$ cat config.mk
export PLATFORM = sky130hd
export DESIGN_NAME = batch_sample_reader
export DESIGN_NICKNAME = d
export VERILOG_FILES = /design/src/rtl/batch_sample_reader.sv
export SDC_FILE = /design/constraint.sdc
export NUM_CORES = 1
export LEC_CHECK = 0
export BUFFER_PORTS_ARGS = -buffer_cell sky130_fd_sc_hd__buf_2
export CAP_MARGIN = 20
export CORE_MARGIN = 4
export CORE_UTILIZATION = 50
export CTS_CLUSTER_SIZE = 10
export DETAILED_ROUTE_END_ITERATION = 10
export PLACE_DENSITY = 0.71
export SLEW_MARGIN = 20
export SYNTH_ARGS = -nofsm -noshare
export SYNTH_HDL_FRONTEND = slang
export SYNTH_SLANG_ARGS = --single-unit
$ cat constraint.sdc
create_clock -name clk -period 12.7 [get_ports clk]
set_clock_uncertainty 0.1 [all_clocks]
set_input_delay 3.81 -clock clk [delete_from_list [all_inputs] [get_ports clk]]
set_output_delay 3.81 -clock clk [all_outputs]
set_load 0.005 [all_outputs]
$ cat src/rtl/batch_sample_reader.sv
// Read-side sequencer for the 4-segment sample ring buffer: three concurrent address sweeps per completed segment.
// Optional overrun flag is enabled by defining BATCH_READER_ERRCHK_EN; otherwise err is tied low.
module batch_sample_reader #(
  parameter int depth = 220,
  parameter int N     = 3,
  parameter int OSR   = 1,
  localparam int DSD  = (depth + OSR - 1) / OSR,
  localparam int AW   = $clog2(4 * DSD)
) (
  input  logic          clk,
  input  logic          rst,
  input  logic          wrEn,
  input  logic [AW-1:0] wrAddr,
  output logic [AW-1:0] addrOut1,
  output logic [AW-1:0] addrOut2,
  output logic [AW-1:0] addrOut3,
  output logic          rdValid,
  output logic          rdFirst,
  output logic          rdLast,
  output logic          err
);

  localparam logic [AW-1:0] LAST = AW'(DSD - 1);

  if (N < 1 || OSR < 1 || depth < 1) begin : g_bad_params
    $error("batch_sample_reader: depth, N and OSR must all be positive");
  end

  typedef enum logic {IDLE, SWEEP} state_t;

  state_t        state_reg;
  logic [1:0]    seg_cnt_reg;
  logic [1:0]    w_reg;
  logic [AW-1:0] i_reg;

  logic [3:0]    seg_end;
  logic          complete;
  logic [1:0]    w_new;
  logic          start;
  logic          advance;
  logic [1:0]    w_next;
  logic [AW-1:0] i_next;
  logic [AW-1:0] addr1_next;
  logic [AW-1:0] addr2_next;
  logic [AW-1:0] addr3_next;

  function automatic logic [AW-1:0] seg_base(input logic [1:0] s);
    case (s)
      2'd0:    return '0;
      2'd1:    return AW'(DSD);
      2'd2:    return AW'(2 * DSD);
      default: return AW'(3 * DSD);
    endcase
  endfunction

  // Compare against the four fixed segment-end addresses instead of dividing by DSD.
  for (genvar gi = 0; gi < 4; gi++) begin : g_seg_end
    assign seg_end[gi] = wrEn && (wrAddr == AW'(gi * DSD + DSD - 1));
  end

  assign complete = |seg_end;

  always_comb begin
    w_new = '0;
    for (int k = 0; k < 4; k++) begin
      if (seg_end[k]) w_new = 2'(k);
    end
  end

  always_comb begin
    start   = 1'b0;
    advance = 1'b0;
    case (state_reg)
      IDLE:  start = complete && (seg_cnt_reg >= 2'd2);
      SWEEP: begin
        start   = complete;
        advance = !complete && (i_reg != LAST);
      end
      default: ;
    endcase
    w_next     = start ? w_new : w_reg;
    i_next     = start ? '0 : i_reg + AW'(1);
    addr1_next = seg_base(w_next + 2'd2) + i_next;
    addr2_next = seg_base(w_next) + (LAST - i_next);
    addr3_next = seg_base(w_next + 2'd3) + (LAST - i_next);
  end

  always_ff @(posedge clk) begin
    if (rst) begin
      state_reg   <= IDLE;
      seg_cnt_reg <= '0;
      w_reg       <= '0;
      i_reg       <= '0;
      addrOut1    <= '0;
      addrOut2    <= '0;
      addrOut3    <= '0;
      rdValid     <= 1'b0;
      rdFirst     <= 1'b0;
      rdLast      <= 1'b0;
    end else begin
      // Flags trail the addresses by one cycle to line up with the RAM read latency.
      rdValid <= (state_reg == SWEEP);
      rdFirst <= (state_reg == SWEEP) && (i_reg == '0);
      rdLast  <= (state_reg == SWEEP) && (i_reg == LAST);

      if (start || advance) begin
        w_reg    <= w_next;
        i_reg    <= i_next;
        addrOut1 <= addr1_next;
        addrOut2 <= addr2_next;
        addrOut3 <= addr3_next;
      end

      case (state_reg)
        IDLE: begin
          if (complete) begin
            seg_cnt_reg <= (seg_cnt_reg >= 2'd2) ? 2'd3 : seg_cnt_reg + 2'd1;
          end
          if (start) state_reg <= SWEEP;
        end
        SWEEP: begin
          if (!start && !advance) begin
            state_reg <= IDLE;
            i_reg     <= '0;
          end
        end
        default: state_reg <= IDLE;
      endcase
    end
  end

`ifdef BATCH_READER_ERRCHK_EN
  logic overrun;
  logic err_reg;

  assign overrun = (state_reg == SWEEP) && complete && (i_reg != LAST);

  always_ff @(posedge clk) begin
    if (rst)          err_reg <= 1'b0;
    else if (overrun) err_reg <= 1'b1;
  end

  assign err = err_reg;
`else
  assign err = 1'b0;
`endif

endmodule

Word-level counts from Yosys, hierarchy flattened --
Index checks and enable logic that the tools add are counted.
Storage, ports and cells: register bits 48, input port bits 13
Cells by class: $add $sub $neg 8, bitwise operators 1, multiplexer cells 17, reductions and logical operators 19, equality and inequality tests 12, $lt $le $gt $ge 1
Operators by type and width (count):
- $pmux W10 S3 | 3
- $mux W10 | 4
- $add A10 B10 Y10 | 3
- $eq A10 B10 Y1 const B | 2
- $eq A10 B8 Y1 const B | 2
- $add A10 B1 Y10 const B | 1
- $eq A10 B9 Y1 const B | 1
- $logic_not A10 Y1 | 1
- $ne A10 B8 Y1 const B | 1
- $sub A8 B10 Y10 const A | 1
- $logic_and A1 B1 Y1 | 9
- $mux W2 | 4
- $eq A2 B1 Y1 const B | 3
- $eq A2 B2 Y1 const B | 3
- $logic_not A2 Y1 | 3
- $add A2 B2 Y2 const B | 2
- $mux W1 | 4
- $pmux W1 S2 | 2
- $reduce_or A4 Y1 | 1
- $logic_not A1 Y1 | 3
- $add A2 B1 Y2 const B | 1
- $ge A2 B2 Y1 const B | 1
- $reduce_and A2 Y1 | 1
- $logic_or A1 B1 Y1 | 1
- $not A1 Y1 | 1

Logic depth before layout (Yosys ltp) --
Gate-level depths: netlist of the first run.
word-level depth 10, mapped depth 19

Worst setup path before layout of the first run --
No wires, ideal clock.
kind input port to flip-flop, from input wrAddr[1], to register addrOut3[9], required time 12.478 ns, path buffers 0, setup slack 4.928 ns, arrival time 7.550 ns, cell stages on the path 17, path through nand3_1 > or4_1 > a21oi_2 > o21a_4 > o221ai_1 > o21ai_1 > inv_1 > ha_1 > xnor2_1 > ha_1 > a21o_1 > a211oi_1 > nor2_1 > o41ai_1 > xnor2_1 > a22o_1 > a311o_1
On the way: cells in the longest elaborated chain, start to end 10
RTL lines:
- start: declaration | RTL line 13 | input logic [AW-1:0] wrAddr,
- $eq A10 B8 Y1 (tied with other cells) | RTL line 58 | assign seg_end[gi] = wrEn && (wrAddr == AW'(gi * DSD + DSD - 1));
- $logic_and A1 B1 Y1 | RTL line 58
- $reduce_or A4 Y1 / $mux W1 (equally long branches) | RTL line 61, 66
- $logic_and A1 B1 Y1 / $mux W2 (equally long branches) | RTL line 74, 66
- $pmux W1 S2 / $mux W2 (equally long branches) | RTL line 73, 66
- $mux W2 * | RTL line 81 | w_next = start ? w_new : w_reg;
- named net w_next[0] | RTL line 41 | logic [1:0] w_next;
- $add A2 B2 Y2 * | RTL line 85 | addr3_next = seg_base(w_next + 2'd3) + (LAST - i_next);
- $eq A2 B2 Y1 (tied with other cells) | RTL line 48 | case (s)
- $pmux W10 S3 * | RTL line 48
- $add A10 B10 Y10 * | RTL line 85
- end signal: assignment | RTL line 111 | addrOut3 <= addr3_next;
- end: declaration | RTL line 16 | output logic [AW-1:0] addrOut3,
The timed path passes the listed nets; every way through them passes the cells marked *. A chain may end at the register's enable or synchronous reset.

Final worst setup path of the first run --
from input wrAddr[5], to register addrOut3[9]
Same word-level chain as after synthesis.

==> results of run 1 <==
## tightest hold or removal path, delay by kind of cell (launching register included)
family	cells	cell delay (ns)
DFF	1	0.32
and+or+nand+nor	1	0.05
AOI/OAI and AO/OA	1	0.05
## placed cells by master, fill, tap and decap left out, types with 2 or more instances in the layout
cell type and count:
or2_2 4, o41ai_1 2, or3b_2 3, nand3_2 2, clkbuf_8 5, nand2_1 50, buf_2 45, o21ai_0 14
nor2b_1 3, xor2_1 4, o21a_1 4, o21ai_2 2, xnor2_1 20, or3b_1 2, nor4_1 3, ha_1 29
a22oi_1 2, a21boi_0 2, fa_1 3, nor2_1 44, nor3b_1 6, o31ai_1 2, a21o_1 3, or3_1 3
or4_1 2, nor3_1 17, a211oi_1 6, dfxtp_1 45, and2_2 2, a21oi_1 34, nand3_1 8, inv_1 18
nand2b_1 3, a22o_1 2
## path summary, 6_finish.rpt
path | endpoint | cells past startpoint | startpoint
max | addrOut3[9]$_SDFFE_PP0N_ | 18 | wrAddr[5]
max reg2reg | addrOut3[9]$_SDFFE_PP0N_ | 15 | state_reg$_SDFF_PP0_
min reg2reg | addrOut2[6]$_SDFFE_PP0N_ | 2 | addrOut2[6]$_SDFFE_PP0N_
min | addrOut2[6]$_SDFFE_PP0N_ | 2 | addrOut2[6]$_SDFFE_PP0N_
## final cells by class
class / instances / area share [%]
tap: 77 / 2.73
timing repair buffer: 45 / 6.39
clock buffer: 5 / 1.95
inverter: 19 / 2.02
sequential: 45 / 25.6
clock inverter: 3 / 1.31
multi-input combinational: 312 / 60.0
## per-stage QoR
step                area (um^2)  hold slack, ns  worst slack (ns)  util [%]  power [mW]
detailed placement         3410           0.342              4.29      53.7       0.150
CTS                        3520           0.355              4.59      55.5       0.263
global route               3520           0.371              4.27      55.5       0.270
global placement           3410           0.336              4.39      53.7       0.150
finish                     3520           0.355              4.58      55.5       0.260
floorplan                  3260           0.344              4.93         -       0.148
## power by group through the flow
stage	logic (mW)	registers [mW]	clock network, mW
finish	0.00557	0.141	0.113
global route	0.00634	0.141	0.122
CTS	0.00565	0.141	0.117
detailed placement	0.00564	0.144	0
global placement	0.00556	0.144	0
floorplan	0.00352	0.144	0
## per-layer routing
layer / wire [um] / GRT usage [%] / up-vias
met4: 111 / 6.46 / 0
met1: 3530 / 26.4 / 1267
met2: 3250 / 31.6 / 73
met3: 414 / 2.70 / 9
li1: - / - / 1434
met5: 0 / 0 / -
## logic make-up (layout without fill, tap and decap cells)
kind of cell,count (synthesis),in the layout,share of synthesized area (%)
and+or+nand+nor,164,164,25.7
AOI/OAI and AO/OA,88,88,18.0
DFF,45,45,27.6
buffers and inverters,42,72,7.52
adders and majority gates,32,32,13.0
xor gates and xnor gates,26,26,7.64
other,1,1,0.115
muxes,1,1,0.345
==> results.tsv, run 1 <==
stage	metric	value	unit
flow_run	number of max-cap violations	0	
sta	fin crit period	8.12	ns
synthesis	Commonest cells post-synth	nand2_1 (50), dfxtp_1 (45), nor2_1 (44), a21oi_1 (34), ha_1 (29)	
cts	maximum buffer depth of the clock tree	2	
placed_design	hpwl dp	5.45	mm
sta	final setup violation count	0	
synthesis	Post-synth EDFFs	0	
cts	clk_lat worst skew	0.31	ns
cts	CTS Buf Count	5	
cells_and_area	Area Growth Syn to Fin	8.06	%
critical_path	largest stage delay on the critical path	0.44	ns
sta	Final Max Slew Viols	0	
power_and_ir_drop	Net Switching	0.0580	mW
cells_and_area	Ant. Diodes	0	
sta	final hold violations	0	
synthesis	Post-Synthesis Cells	399	
sta	period utilization	63.9	%
sta	Worst Tran Pin Value	0.882	ns
grt	gr ovfl total	0	
synthesis	sequential share of the synthesized area	27.6	%
power_and_ir_drop	Int Pwr	0.202	mW
floorplan	Initial Utilization	51.3	%
cells_and_area	Reg area	901	um^2
critical_path	path type of the worst setup path	input pin to register	
cts	postcts setup bufs	0	
critical_path	Critical Path Source Type	input pin	
synthesis	post-synthesis async set-or-reset flop share	0	%
power_and_ir_drop	LEAKAGE	1.43	nW
power_and_ir_drop	Max rail drop VDD	0.0000638	V
critical_path	Worst path top cell family by delay	compound AO/OA/AOI/OAI gates	
synthesis	Synth area leaders	dfxtp_1 (28%), ha_1 (11%), nand2_1 (5.8%)	
synthesis	Post-Synthesis Cell Area	3260	um^2
critical_path	r2r setup slk	8.23	ns
cells_and_area	Layout Cells excl Fill	506	
route	drt drc	0	
power_and_ir_drop	Switching Share	22.3	%
route	Vias	2783	
sta	RSZ-0062 raised after global routing	no	
synthesis	Ys Warns	0	
route	DRT iter0 DRCs	135	
cts	CTS Hold Buffers Added	0	
route	drt total wl	7.31	mm
synthesis	Seq cells post-synth	45	
synthesis	most frequent cell after synthesis	nand2_1	
placed_design	GP Congestion	0.891	
grt	initial antenna violation count	0	
sta	relative slew slack	41.1	%
sta	fmax	0.123	GHz
cts	TritonCTS clock tree	built	
synthesis	Yosys top cell area share	27.6	%
floorplan	Die W	88.8	um
cts	H-tree Lvls	2	
floorplan	Die Area	7880	um^2
grt	first-pass GRT wire length	12.2	mm
cells_and_area	Final #Nets	473	
critical_path	critical path cell sequence	buf_2 -> nor3_1 -> or3b_1 -> a21oi_4 -> o21a_4 -> o221ai_1 -> o21ai_1 -> inv_1 -> ha_1 -> xnor2_1 -> ha_1 -> a21o_1 -> a211oi_1 -> nor2_1 -> o41ai_1 -> xnor2_1 -> a22o_1 -> a311o_1	
critical_path	critical path fanouts, max	15	
floorplan	Die H	88.8	um
route	DR WL/cell	14.4	um
cts	Root Buffer	clkbuf_8	
worst_hold_path	worst min path class	register to register	
critical_path	Req. time, crit path	12.79	ns
outcome	outcome	completed	
cells_and_area	area of the multi-input gates	2110	um^2
power_and_ir_drop	Comb pwr share	2.1	%
floorplan	# rows	29	
placed_design	port buffer count	45	
synthesis	syn nets	444	
power_and_ir_drop	clock network power share	43.6	%
route	Antenna Nets Post-Route	0	
floorplan	num ports	47	
critical_path	Crit-path slowest cell	or3b_1	
route	Vias/cell	5.50	
critical_path	CP Capture Type	register	
grt	vias in the first global route	2616	
cells_and_area	share of cells above drive strength 1	18.9	%
critical_path	CP Data Arrival Time	8.21	ns
cts	post-CTS sizing	0	
synthesis	synth unique cells	70	
critical_path	WP buf/inv	2	
grt	Tot GR Track Use	19.4	%
synthesis	Yosys top cell by area	dfxtp_1	
cells_and_area	final-layout fill cell count	599	
power_and_ir_drop	Power Density	73.7	nW/um^2
grt	largest net degree at the start of global routing	37	
cts	clk slew on worst S/H paths	0.09	ns
synthesis	Main synth FF type	dfxtp_1	
floorplan	core area	6350	um^2
synthesis	Avg Inst Size Synth	8.17	um^2
cts	Sink Count	45	
placed_design	Placed Instances	498	
power_and_ir_drop	Reg power frac	54.3	%
route	DRT Pass-1 Iters	4	
sta	Final TNS setup	0	ns
No activity file was read; power rests on OpenSTA's default activity.
==> inputs of run 2 (changes only) <==
clock period = 7.9 ns   (was 12.7 ns; I/O delays follow)
==> results.tsv, run 2 (same netlist as run 1, synthesis figures left out) <==
stage	metric	value	unit
route	drt drc	0	
placed_design	port buffer count	45	
critical_path	RR Startpoint	state_reg$_SDFF_PP0_	
cells_and_area	commonest non-fill, non-tap cell in the layout	nand2_1	
power_and_ir_drop	LEAKAGE	1.43	nW
flow_run	number of max-cap violations	0	
floorplan	Die W	88.8	um
critical_path	Critical Path Source Type	input pin	
floorplan	Die Area	7880	um^2
cells_and_area	Ant. Diodes	0	
worst_hold_path	worst min-delay path startpoint	addrOut2[5]$_SDFFE_PP0N_	
floorplan	core area	6350	um^2
cts	CTS Hold Buffers Added	0	
critical_path	Crit-path slowest cell	or3b_1	
route	drt total wl	7.32	mm
route	Vias	2812	
sta	final setup violation count	0	
grt	largest net degree at the start of global routing	37	
grt	vias in the first global route	2612	
cts	CTS Buf Count	5	
sta	RSZ-0062 raised after global routing	no	
critical_path	path type of the worst setup path	input pin to register	
sta	Worst Tran Pin Value	0.911	ns
route	DR WL/cell	14.5	um
sta	Final Max Slew Viols	0	
power_and_ir_drop	Max rail drop VDD	0.000132	V
outcome	outcome	completed	
placed_design	GP Congestion	0.891	
grt	Tot GR Track Use	19.1	%
cts	clk slew on worst S/H paths	0.09	ns
cts	post-CTS sizing	0	
worst_hold_path	hold path depth	2	
cells_and_area	final-layout fill cell count	614	
cells_and_area	most frequent cells in the layout	nand2_1 (50), dfxtp_1 (45), buf_2 (45)	
critical_path	Worst path top cell family by delay	compound AO/OA/AOI/OAI gates	
sta	final hold violations	0	
cts	Sink Count	45	
critical_path	critical path fanouts, max	15	
cells_and_area	Area Growth Syn to Fin	8.06	%
floorplan	# rows	29	
critical_path	CP Capture Type	register	
route	DRT Pass-1 Iters	4	
sta	fin crit period	6.61	ns
sta	period utilization	83.7	%
sta	relative slew slack	39.2	%
cts	TritonCTS clock tree	built	
worst_hold_path	worst min path class	register to register	
critical_path	Worst R2R End	addrOut3[9]$_SDFFE_PP0N_	
cells_and_area	Util after Layout	55.5	%
placed_design	hpwl dp	5.50	mm
cts	maximum buffer depth of the clock tree	2	
power_and_ir_drop	Power Density	118	nW/um^2
route	Vias/cell	5.56	
floorplan	num ports	47	
grt	gr ovfl total	0	
cts	Root Buffer	clkbuf_8	
critical_path	WP buf/inv	2	
cells_and_area	share of cells above drive strength 1	18.9	%
critical_path	critical path cell sequence	buf_2 -> nor3_1 -> or3b_1 -> a21oi_4 -> o21a_4 -> o221ai_1 -> o21ai_1 -> inv_1 -> ha_1 -> xnor2_1 -> ha_1 -> a21o_1 -> a211oi_1 -> nor2_1 -> o41ai_1 -> xnor2_1 -> a22o_1 -> a311o_1	
grt	first-pass GRT wire length	12.0	mm
sta	Final TNS setup	0	ns
floorplan	Initial Utilization	51.3	%
sta	fmax	0.151	GHz
critical_path	CP Data Arrival Time	6.71	ns
route	Antenna Nets Post-Route	0	
cts	postcts setup bufs	0	
floorplan	Die H	88.8	um
cts	clk_lat worst skew	0.30	ns
cells_and_area	Final #Nets	473	
sta	hold slack	0.353	ns
cts	H-tree Lvls	2	
critical_path	largest stage delay on the critical path	0.43	ns
critical_path	r2r setup slk	3.49	ns
worst_hold_path	Worst Hold End	addrOut2[5]$_SDFFE_PP0N_	
grt	initial antenna violation count	0	
critical_path	FF-to-FF path depth	15	
route	DRT iter0 DRCs	176	
critical_path	Req. time, crit path	7.99	ns
-- run 2: where the power goes --
part / internal (mW) / switching [mW] / leakage, nW
clock: 0.0948 / 0.0854 / 0.0543
sequential: 0.227 / 0.00000962 / 0.362
combinational: 0.00299 / 0.00598 / 1.02
total: 0.324 / 0.0914 / 1.43
-- run 2: worst max path at each step --
stage / depth (start not counted) / slack, ns / to / start
2_1_floorplan: 17 / 1.57 / addrOut3[9]$_SDFFE_PP0N_ / wrAddr[1]
3_3_place_gp: 18 / 1.03 / addrOut3[9]$_SDFFE_PP0N_ / wrAddr[5]
3_5_place_dp: 18 / 0.96 / addrOut3[9]$_SDFFE_PP0N_ / wrAddr[5]
4_1_cts: 18 / 1.31 / addrOut3[9]$_SDFFE_PP0N_ / wrAddr[5]
5_1_grt: 18 / 0.98 / addrOut3[9]$_SDFFE_PP0N_ / wrAddr[2]
6_report: 18 / 1.29 / addrOut3[9]$_SDFFE_PP0N_ / wrAddr[5]
-- run 2: area by class of cell --
class                   count  area [um^2]  share of cell area [%]
clock buffers               5         68.8                    1.95
clock inverters             3         46.3                    1.31
inverters                  19         71.3                    2.02
multi-input cells         312         2110                    60.0
flip-flops and latches     45          901                    25.6
well taps                  77         96.3                    2.73
repair buffers             45          225                    6.39
-- run 2: routing by layer --
| layer | part of all wire [%] | routed length (um) | track usage (%) | up-vias |
|---|---|---|---|---|
| met5 | 0 | 0 | 0 | - |
| met2 | 45 | 3270 | 31.6 | 70 |
| met3 | 5.5 | 405 | 3.35 | 7 |
| met4 | 1.4 | 99 | 5.49 | 0 |
| li1 | - | - | - | 1440 |
| met1 | 48 | 3540 | 25.6 | 1295 |
-- run 2: metrics by stage --
stage / std cells / total power [mW] / worst slack [ns] / area (um^2)
global route: 506 / 0.433 / 0.985 / 3520
floorplan: 399 / 0.238 / 1.57 / 3260
CTS: 506 / 0.424 / 1.31 / 3520
finish: 506 / 0.416 / 1.29 / 3520
detailed placement: 498 / 0.241 / 0.960 / 3410
global placement: 498 / 0.241 / 1.03 / 3410
-- run 2: worst min-delay path: stages, from the launching register on --
cell and delay, ns:
dfxtp_1 0.32, nand2_1 0.05, a21oi_1 0.05
==> inputs of run 3 (changes only) <==
PLACE_DENSITY = 0.74   (was 0.71)
clock period = 5.79 ns   (was 7.9 ns; I/O delays follow)
==> results.tsv, run 3 (same netlist as run 1, synthesis figures left out) <==
stage	metric	value	unit
outcome	outcome	completed	
placed_design	DP Worst Slack	0.00987	ns
cells_and_area	Util after Layout	56.5	%
cts	Sink Count	45	
sta	fmax	0.183	GHz
cells_and_area	Final #Nets	481	
floorplan	Die H	88.8	um
critical_path	FF-to-FF path depth	15	
cells_and_area	Finished Cell Area	3590	um^2
grt	initial antenna violation count	0	
floorplan	num ports	47	
cells_and_area	Area Growth Syn to Fin	10.1	%
placed_design	Placed Instances	506	
sta	final setup violation count	0	
sta	hold slack	0.352	ns
sta	Worst Tran Pin Value	0.892	ns
critical_path	Req. time, crit path	5.89	ns
critical_path	Crit-path slowest cell	or3b_1	
power_and_ir_drop	Tot Pwr	0.531	mW
route	Antenna Nets Post-Route	0	
placed_design	GP Congestion	0.883	
critical_path	Critical Path Source Type	input pin	
cells_and_area	Layout Cells excl Fill	514	
cts	TritonCTS clock tree	built	
grt	first-pass GRT wire length	12.5	mm
cells_and_area	share of cells above drive strength 1	21.1	%
power_and_ir_drop	Max rail drop VDD	0.000153	V
cts	maximum buffer depth of the clock tree	2	
critical_path	path type of the worst setup path	input pin to register	
worst_hold_path	worst min path class	register to register	
sta	setup ws final	0.339	ns
sta	Final Max Slew Viols	0	
critical_path	critical path cell sequence	buf_2 -> nor3_1 -> or3b_1 -> a21oi_4 -> o21a_4 -> o221ai_1 -> o21ai_1 -> inv_1 -> ha_4 -> xnor2_1 -> ha_1 -> a21o_1 -> a211oi_1 -> nor2_1 -> o41ai_1 -> xnor2_1 -> a22o_1 -> a311o_1	
critical_path	Setup crit end	addrOut3[9]$_SDFFE_PP0N_	
critical_path	CP Data Arrival Time	5.55	ns
sta	final hold violations	0	
placed_design	port buffer count	45	
floorplan	Die W	88.8	um
cts	H-tree Lvls	2	
cts	postcts setup bufs	0	
floorplan	core area	6350	um^2
critical_path	Worst R2R End	addrOut3[9]$_SDFFE_PP0N_	
cells_and_area	Ant. Diodes	0	
route	DRT iter0 DRCs	180	
route	DR WL/cell	14.3	um
placed_design	hpwl dp	5.55	mm
critical_path	most frequent CP cell	xnor2_1	
critical_path	Worst path top cell family by delay	compound AO/OA/AOI/OAI gates	
cts	clk_lat worst skew	0.30	ns
sta	fin crit period	5.45	ns
floorplan	Die Area	7880	um^2
critical_path	critical path fanouts, max	6	
critical_path	WP buf/inv	2	
grt	gr ovfl total	0	
route	DRT Pass-1 Iters	4	
grt	largest net degree at the start of global routing	37	
grt	Tot GR Track Use	20.0	%
route	drt total wl	7.35	mm
cts	Root Buffer	clkbuf_8	
critical_path	RR Startpoint	state_reg$_SDFF_PP0_	
critical_path	CP Launch Point	wrAddr[5]	
placed_design	Placed Area	3470	um^2
sta	period utilization	94.1	%
power_and_ir_drop	Power Density	148	nW/um^2
cells_and_area	most frequent cells in the layout	nand2_1 (50), dfxtp_1 (45), buf_2 (45)	
floorplan	# rows	29	
flow_run	number of max-cap violations	0	
cells_and_area	commonest non-fill, non-tap cell in the layout	nand2_1	
critical_path	largest stage delay on the critical path	0.44	ns
sta	Final TNS setup	0	ns
route	drt drc	0	
grt	vias in the first global route	2686	
cts	CTS Buf Count	5	
critical_path	r2r setup slk	1.85	ns
floorplan	Initial Utilization	51.3	%
sta	relative slew slack	40.4	%
critical_path	CP Capture Type	register	
route	Vias/cell	5.58	
critical_path	critical path depth	18	
sta	RSZ-0062 raised after global routing	no	
cts	clk slew on worst S/H paths	0.10	ns
route	Vias	2867	
power_and_ir_drop	LEAKAGE	1.46	nW
run 3: layout make-up:
cell class / instances / area, um^2
fillers: 576 / 2760
flip-flops and latches: 45 / 901
repair buffers: 53 / 285
inverters: 19 / 71.3
clock inverters: 3 / 25.0
well taps: 77 / 96.3
multi-input cells: 312 / 2140
clock buffers: 5 / 68.8
run 3: where the power goes:
group          internal (mW)  switching (mW)  leakage (nW)
logic                0.00409         0.00818          1.06
clock network         0.0874           0.122        0.0447
registers              0.309       0.0000118         0.362
run 3: worst min path at each step:
stage / start / endpoint / slack, ns / depth (start not counted)
2_1_floorplan: seg_cnt_reg[1]$_SDFFE_PP0P_ / seg_cnt_reg[1]$_SDFFE_PP0P_ / 0.34 / 2
3_3_place_gp: addrOut2[8]$_SDFFE_PP0N_ / addrOut2[8]$_SDFFE_PP0N_ / 0.34 / 2
3_5_place_dp: addrOut1[7]$_SDFFE_PP0N_ / addrOut1[7]$_SDFFE_PP0N_ / 0.34 / 2
4_1_cts: addrOut2[5]$_SDFFE_PP0N_ / addrOut2[5]$_SDFFE_PP0N_ / 0.35 / 2
5_1_grt: addrOut3[6]$_SDFFE_PP0N_ / addrOut3[6]$_SDFFE_PP0N_ / 0.38 / 2
6_report: addrOut3[7]$_SDFFE_PP0N_ / addrOut3[7]$_SDFFE_PP0N_ / 0.35 / 2
run 3: repair_timing:
item	in CTS	in global routing
gates resized for setup	0	4
endpoints found under the setup margin	0	3
hold buffers	0	0
run 3: worst reg2reg max path, cell delays in order, from the launching register on:
cell and delay [ns]:
dfxtp_1 0.44, or2_2 0.39, o21a_4 0.16, o221ai_1 0.06
o21ai_1 0.11, buf_4 0.18, ha_1 0.26, or2_2 0.32
ha_1 0.20, a21o_1 0.20, a211oi_1 0.26, nor2_1 0.10
o41ai_1 0.34, xnor2_1 0.20, a22o_1 0.26, a311o_1 0.26
run 3: routing by layer:
| layer | wire, um | GRT usage (%) | vias to the layer above |
|---|---|---|---|
| met2 | 3240 | 31.2 | 74 |
| met3 | 372 | 3.45 | 8 |
| met1 | 3630 | 28.0 | 1327 |
| met5 | 0 | 0 | - |
| li1 | - | - | 1458 |
| met4 | 108 | 6.18 | 0 |
